<file path="config.mk">
export PLATFORM = sky130hd
export DESIGN_NAME = fwd_scoreboard
export DESIGN_NICKNAME = d
export VERILOG_FILES = /design/src/rtl/fwd_scoreboard.sv
export SDC_FILE = /design/constraint.sdc
export NUM_CORES = 1
export LEC_CHECK = 0
export ABC_AREA = 1
export ABC_CLOCK_PERIOD_IN_PS = 5050
export CORE_ASPECT_RATIO = 1.5
export CORE_MARGIN = 1.5
export CORE_UTILIZATION = 45
export CTS_CLUSTER_DIAMETER = 200
export CTS_CLUSTER_SIZE = 16
export DETAILED_ROUTE_END_ITERATION = 7
export PLACE_DENSITY = 0.87
export SLEW_MARGIN = 30
export SYNTH_ARGS = -nofsm -noshare
export SYNTH_HDL_FRONTEND = slang
export SYNTH_SLANG_ARGS = --single-unit
</file>
<file path="constraint.sdc">
create_clock -name clk -period 5.05 [get_ports clk]
set_input_delay 0.505 -clock clk [delete_from_list [all_inputs] [get_ports clk]]
set_output_delay 0.505 -clock clk [all_outputs]
set_load 0.02 [all_outputs]
</file>
<file path="src/rtl/fwd_scoreboard.sv">
// Forwarding scoreboard: tracks in-flight producers from EX to WB and
// resolves each ID source-register read against them, youngest first.
// A load whose data is not yet on its stage's sub bus raises a stall.
module fwd_scoreboard #(
   parameter int XLEN             = 32,
   parameter int DEPTH            = 3,
   parameter int NUM_RS           = 2,
   parameter int LOAD_READY_STAGE = 1,
   parameter int CNT_W            = 16
) (
   input  logic                    clk,
   input  logic                    rst,
   input  logic                    hold,
   input  logic                    flush,
   input  logic                    issue_valid,
   input  logic [4:0]              issue_rd,
   input  logic [6:0]              issue_opcode,
   input  logic [DEPTH*XLEN-1:0]   stage_main_data,
   input  logic [DEPTH*XLEN-1:0]   stage_sub_data,
   input  logic [NUM_RS*5-1:0]     rs_addr,
   output logic [NUM_RS-1:0]       fwd_hit,
   output logic [NUM_RS*XLEN-1:0]  fwd_data,
   output logic                    need_stall,
   output logic [CNT_W-1:0]        stall_cycles
);

   localparam logic [6:0] OP_LUI   = 7'b0110111;
   localparam logic [6:0] OP_AUIPC = 7'b0010111;
   localparam logic [6:0] OP_OPIMM = 7'b0010011;
   localparam logic [6:0] OP_OP    = 7'b0110011;
   localparam logic [6:0] OP_JAL   = 7'b1101111;
   localparam logic [6:0] OP_JALR  = 7'b1100111;
   localparam logic [6:0] OP_LOAD  = 7'b0000011;

   // Opcodes that write rd; everything else (branches, stores, ...) never forwards.
   function automatic logic op_writes(input logic [6:0] op);
      case (op)
         OP_LUI, OP_AUIPC, OP_OPIMM, OP_OP, OP_JAL, OP_JALR, OP_LOAD: op_writes = 1'b1;
         default: op_writes = 1'b0;
      endcase
   endfunction

   // Jumps deliver pc+4 and loads deliver memory data on the sub bus.
   function automatic logic op_uses_sub(input logic [6:0] op);
      case (op)
         OP_JAL, OP_JALR, OP_LOAD: op_uses_sub = 1'b1;
         default: op_uses_sub = 1'b0;
      endcase
   endfunction

   logic [DEPTH-1:0] valid_q, valid_d;
   logic [DEPTH-1:0] wb_q, wb_d;
   logic [4:0]       rd_q [DEPTH];
   logic [4:0]       rd_d [DEPTH];
   logic [6:0]       op_q [DEPTH];
   logic [6:0]       op_d [DEPTH];
   logic [CNT_W-1:0] cnt_q, cnt_d;

   logic [DEPTH-1:0]  ready_c;
   logic [XLEN-1:0]   entry_data_c [DEPTH];
   logic [NUM_RS-1:0] stall_req_c;
   logic              found_c;

   // Per-entry result readiness and data bus selection.
   generate
      for (genvar gi = 0; gi < DEPTH; gi++) begin : g_entry
         localparam logic LATE_STAGE = (gi >= LOAD_READY_STAGE);
         assign ready_c[gi]      = (op_q[gi] != OP_LOAD) || LATE_STAGE;
         assign entry_data_c[gi] = op_uses_sub(op_q[gi]) ? stage_sub_data[gi*XLEN +: XLEN]
                                                         : stage_main_data[gi*XLEN +: XLEN];
      end
   endgenerate

   // Zero-latency lookup: the first (youngest) matching entry decides hit, data or stall.
   always_comb begin
      fwd_hit     = '0;
      fwd_data    = '0;
      stall_req_c = '0;
      found_c     = 1'b0;
      for (int p = 0; p < NUM_RS; p++) begin
         found_c = 1'b0;
         for (int k = 0; k < DEPTH; k++) begin
            if (!found_c && valid_q[k] && wb_q[k] &&
                rs_addr[p*5 +: 5] != 5'd0 && rd_q[k] == rs_addr[p*5 +: 5]) begin
               found_c = 1'b1;
               if (ready_c[k]) begin
                  fwd_hit[p]                 = 1'b1;
                  fwd_data[p*XLEN +: XLEN]   = entry_data_c[k];
               end else begin
                  stall_req_c[p] = 1'b1;
               end
            end
         end
      end
   end

   assign need_stall   = |stall_req_c;
   assign stall_cycles = cnt_q;

   // Shift the producer window one stage unless frozen; insert the issuing
   // instruction or a bubble, and kill younger entries on flush.
   always_comb begin
      valid_d = valid_q;
      wb_d    = wb_q;
      rd_d    = rd_q;
      op_d    = op_q;
      cnt_d   = cnt_q;
      if (!hold) begin
         for (int k = DEPTH - 1; k >= 1; k--) begin
            valid_d[k] = valid_q[k-1] & ~flush;
            wb_d[k]    = wb_q[k-1];
            rd_d[k]    = rd_q[k-1];
            op_d[k]    = op_q[k-1];
         end
         valid_d[0] = issue_valid & ~flush & ~need_stall;
         wb_d[0]    = op_writes(issue_opcode);
         rd_d[0]    = issue_rd;
         op_d[0]    = issue_opcode;
         if (need_stall && cnt_q != {CNT_W{1'b1}}) begin
            cnt_d = cnt_q + 1'b1;
         end
      end
   end

   // State registers; rd/opcode need no reset because valid gates them.
   always_ff @(posedge clk) begin
      if (rst) begin
         valid_q <= '0;
         wb_q    <= '0;
         cnt_q   <= '0;
      end else begin
         valid_q <= valid_d;
         wb_q    <= wb_d;
         rd_q    <= rd_d;
         op_q    <= op_d;
         cnt_q   <= cnt_d;
      end
   end

endmodule

</file>
# --- Word-level counts from Yosys, hierarchy flattened ---
# Cells that the tools add are included.
word_totals:
  ff_bits: 58
  input_bits: 219
  output_inout_bits: 83
  wordCells: 105
op_classes:
  n_addsub: 1
  n_eq_ne: 24
  muxes: 28
  bitwise: 8
  reduce_logical: 35
op_table:
  columns: ["operator", "count"]
  rows:
  - ["$mux 32", 10]
  - ["$eq 7x7->1 const B", 8]
  - ["$eq 5x5->1", 6]
  - ["$eq 7x2->1 const B", 4]
  - ["$logic_and 1x1->1", 22]
  - ["$mux 1", 18]
  - ["$add 16x1->16 const B", 1]
  - ["$ne 16x16->1 const B", 1]
  - ["$eq 7x5->1 const B", 2]
  - ["$eq 7x6->1 const B", 2]
  - ["$reduce_bool 5->1", 2]
  - ["$reduce_or 3->1", 3]
  - ["$ne 7x2->1 const B", 1]
  - ["$reduce_or 7->1", 1]
  - ["$and 1x1->1", 4]
  - ["$logic_not 1->1", 4]
  - ["$not 1->1", 4]
  - ["$reduce_and 2->1", 2]
  - ["$reduce_or 2->1", 1]

# --- Logic depth before layout (Yosys ltp) ---
depth:
  depth_word: 16
  depth_mapped: 13
  ltp_nobuf: 12

# --- Worst setup path after synthesis ---
# No wires, ideal clock.
synth_path:
  kind: "in2reg"
  from: "input port rst"
  to: "register op_q[0] (netlist bit), enable pin"
  setup_time_ns: 0.429
  t_arrival_ns: 2.209
  t_required_ns: 4.621
  slack_ns: 2.412
  path_stages: 2
  n_path_buf: 1
  path_cell_list: "clkbuf_1 -> nor2_1"
synth_between:
  elab_chain_cells: 2
synth_rtl:
  columns: ["item", "line", "text"]
  rows:
  - ["start: declaration", "12", "input logic rst,"]
  - ["$not 1->1 (no line)", null, null]
  - ["$reduce_and 2->1 (no line)", null, null]
  - ["end signal: assignment", "135", "op_q <= op_d;"]
  - ["end: declaration", "55", "logic [6:0] op_q [DEPTH];"]
# Every way passes these cells.
# A chain may end at the register's enable or synchronous reset.

# --- Worst setup path in the final report ---
layout_path:
  from: "input port rs_addr[5]"
  to: "output port fwd_data[41]"
layout_between:
  elab_chain_cells: 16
  word_cells_on_any_way: 21
  classes_between: "eq/ne (3); mux (5); reduce/logical (13)"
layout_rtl:
  columns: ["item", "line", "text"]
  rows:
  - ["start: declaration", "20", "input logic [NUM_RS*5-1:0] rs_addr,"]
  - ["$reduce_bool 5->1", "84", "rs_addr[p*5 +: 5] != 5'd0 && rd_q[k] == rs_addr[p*5 +: 5]) begin"]
  - ["$logic_and 1x1->1", "83", "if (!found_c && valid_q[k] && wb_q[k] &&"]
  - ["$logic_and 1x1->1", "84", null]
  - ["$mux 1", "83", null]
  - ["$logic_not 1->1", "83", null]
  - ["$logic_and 1x1->1 (3 in a row)", "83", null]
  - ["$logic_and 1x1->1", "84", null]
  - ["$mux 1", "83", null]
  - ["$logic_not 1->1", "83", null]
  - ["$logic_and 1x1->1 (3 in a row)", "83", null]
  - ["$logic_and 1x1->1", "84", null]
  - ["$mux 32 *", "83", null]
  - ["end: declaration", "22", "output logic [NUM_RS*XLEN-1:0] fwd_data,"]
# Mark *: on every way between the ends. The rest lies on a longest branch, timed or not.

==> flow_summary_export.csv <==
group,metric,value,unit
floorplanning,rows,52,
timing,skew,0.00615,ns
logic_synthesis,ys.flop_type,"edfxtp_1",
global_routing,gr-usage-all-layers,0.352,
setup_path,criticalPathCategory,"in -> out",
clocking,tritoncts,"yes",
logic_synthesis,yosysSeqAreaShare,0.248,
global_routing,grt_pass1_vias,7694,
setup_path,crit_path_end_kind,"output port",
global_routing,grt_pass1_wl,40100,microns
timing,slew_headroom,0.377,
timing,hold_violations,0,
clocking,cts.path.max_buffers,2,
worst_hold_path,hold_class,"reg -> reg",
drt,routed_via_density,5.34,
power_and_ir_drop,power_density,158,mW/mm^2
timing,maxSlewViolCount,0,
floorplanning,coreArea,0.0134,sq mm
timing,grt_setup_unrepaired,"false",
logic_synthesis,syn_inst,1105,
power_and_ir_drop,p_leak,4.47,nW
logic_synthesis,async_flop_share,0,
timing,fin_crit_sh,0.800,
timing,max_freq,0.248,GHz
power_and_ir_drop,irDropWorstVdd,0.242,mV
layout,drive_gt1_frac,0.0422,
setup_path,slowest_delay,0.63,ns
logic_synthesis,yosys_warnings,0,
setup_path,cp_max_fo,35,
layout,area_growth,55.5,%
setup_path,path_cells,"clkdlybuf4s50_1 > inv_2 > nand2_1 > nor2_2 > nor2_1 > nand2_4 > inv_4 > nor3_4 > buf_4 > nand3_1 > nand2_1 > clkdlybuf4s50_1",
global_routing,antenna_found_initial,2,
floorplanning,ios,302,
place,place_congestion,0.951,
clocking,ctsHtreeMaxLevel,3,
timing,worst_pin_slew,0.933,ns
floorplanning,dieArea,0.0143,sq mm
drt,num_vias,8214,
clocking,cts_resized,0,
clocking,clkSlewWorstSetupHoldPaths,0.04,ns
logic_synthesis,syn_area,0.00612,sq mm
flow_run,cap_violations,0,
logic_synthesis,synth_top_area_frac,0.235,
setup_path,worst-path-buf-inv,5,
drt,wl_per_cell,17.0,microns
logic_synthesis,ys_ff_latch,58,
timing,period_needed,4.04,ns
setup_path,start_kind,"primary input",
logic_synthesis,yosysMostFrequentCell,"nand2_1",
drt,drtPass1Iterations,7,
clocking,clkLatencyLatePin,0.33,ns
clocking,cts_setup_buffers,0,
layout,nets,1588,
floorplanning,initial_core_util,0.457,
floorplanning,die_h,146,microns
logic_synthesis,syn_nets,1325,
global_routing,grt_max_degree,68,
setup_path,cp.arrival,3.53,ns
drt,ant_nets,0,
drt,drc,0,
timing,setup_tns,0,ns
clocking,numCtsBuffers,9,
clocking,cts_hold_buf,0,
global_routing,grt_overflow,0,
logic_synthesis,synth_common_cells,"nand2_1, inv_1, nand3_1",
timing,hold_slack,0.460,ns
floorplanning,fp.dieW,98.3,microns
timing,setup_viol,0,
place,portBuffers,301,
setup_path,crit_family,"buffers and inverters",
drt,routed_wl,26200,microns
clocking,cts_sinks,58,
logic_synthesis,synth_area_per_cell,5.54,sq um
setup_path,crit_slowest_cell,"clkdlybuf4s50_1",
logic_synthesis,synth_edf_count,36,
logic_synthesis,yosysTopAreaCell,"nand2_1",
status,status,"finished, final reports clean",
logic_synthesis,synth_cell_types,38,
logic_synthesis,synth_area_leaders,"nand2_1, edfxtp_1, nand3_1",
place,place_hpwl,20100,microns
clocking,cts_root_buf,"clkbuf_16",
drt,drt-initial-drc-count,498,
setup_path,required,4.55,ns
[flip-flops by register name, indices dropped and copies added, names as in the netlist]
register / count
op_q: 21
rd_q: 15
wb_q: 3
stall_cycles: 16
valid_q: 3
[logic make-up (layout without fill, tap and decap cells)]
logic type	count (synthesis)	after routing	share of synthesized area
fa+ha+maj	1	1	0.00204
compound gates	99	99	0.0893
buf+inv	228	496	0.150
other cells	0	2	0
simple gates	713	713	0.502
flops	58	58	0.248
xor+xnor	6	6	0.00858
[placed cells by master, fill, tap and decap left out, types with 3 or more instances in the layout]
| cell type | Yosys | layout |
|---|---|---|
| o2111ai_1 | 3 | 3 |
| inv_1 | 140 | 140 |
| dfxtp_1 | 22 | 22 |
| edfxtp_1 | 36 | 36 |
| o22ai_1 | 5 | 5 |
| xor2_1 | 3 | 3 |
| nand3_1 | 138 | 138 |
| nor2_1 | 113 | 112 |
| nor2_2 | 5 | 3 |
| o21bai_1 | 7 | 7 |
| o21ai_0 | 71 | 71 |
| clkbuf_16 | 0 | 10 |
| nand2_1 | 384 | 384 |
| xnor2_1 | 3 | 3 |
| nor3_1 | 11 | 11 |
| clkdlybuf4s50_1 | 0 | 301 |
| nand4_1 | 52 | 52 |
| buf_4 | 2 | 14 |
| a21oi_1 | 9 | 9 |
| clkinv_1 | 12 | 12 |
| clkbuf_8 | 0 | 3 |
| nor2_4 | 0 | 3 |
| inv_2 | 12 | 12 |
[power breakdown]
| part | switching (W) | total, W | internal (W) |
|---|---|---|---|
| Combinational | 0.000132 | 0.000320 | 0.000188 |
| Clock | 0.000201 | 0.000652 | 0.000452 |
| Sequential | 0.0000123 | 0.000533 | 0.000521 |
[layer usage]
metal	share of wire	up-vias	GRT usage
met5	0	-	0
met4	0.065	0	0.223
met3	0.075	100	0.0668
met2	0.50	405	0.616
met1	0.36	3668	0.386
li1	-	4041	-
[stage by stage]
| stage | worst slack [ns] | instance area (sq um) | instances | util | power [W] |
|---|---|---|---|---|---|
| after CTS | 1.06 | 9520 | 1535 | 0.710 | 0.00151 |
| after detailed placement | 1.05 | 9190 | 1519 | 0.686 | 0.000857 |
| after global placement | 1.05 | 9190 | 1519 | 0.686 | 0.000855 |
| after floorplan | 2.41 | 6120 | 1105 | - | 0.000639 |
| after global routing | 0.840 | 9520 | 1536 | 0.710 | 0.00155 |
| final | 1.01 | 9520 | 1537 | 0.711 | 0.00151 |
[worst reg2reg max path, cell delays in order (launching register included)]
cell	delay (ns)
edfxtp_1	0.39
nand2_1	0.15
nor3_1	0.06
nand3_1	0.50
clkinv_1	0.63
nand3_1	0.34
xor2_1	0.17
nor2_1	0.05
[final cells by class]
type / instances / area, sq um
fill: 1167 / 3880
inverter: 165 / 622
timing repair buffer: 315 / 3120
antenna: 2 / 5.00
clock inverter: 1 / 30.0
sequential: 58 / 1520
clock buffer: 15 / 299
multi-input combinational: 819 / 3730
tap: 162 / 203
[final timing paths]
kind                      start                      endpoint  slack [ns]  cells past startpoint
min           op_q[7]$_DFFE_PP_             op_q[0]$_DFFE_PP_        0.46                      0
min reg2reg   op_q[7]$_DFFE_PP_             op_q[0]$_DFFE_PP_        0.46                      0
max                  rs_addr[5]                  fwd_data[41]        1.01                     12
max reg2reg  op_q[15]$_DFFE_PP_  stall_cycles[0]$_SDFFE_PP0P_        2.63                      7
Power figures use the tool's default switching activity.
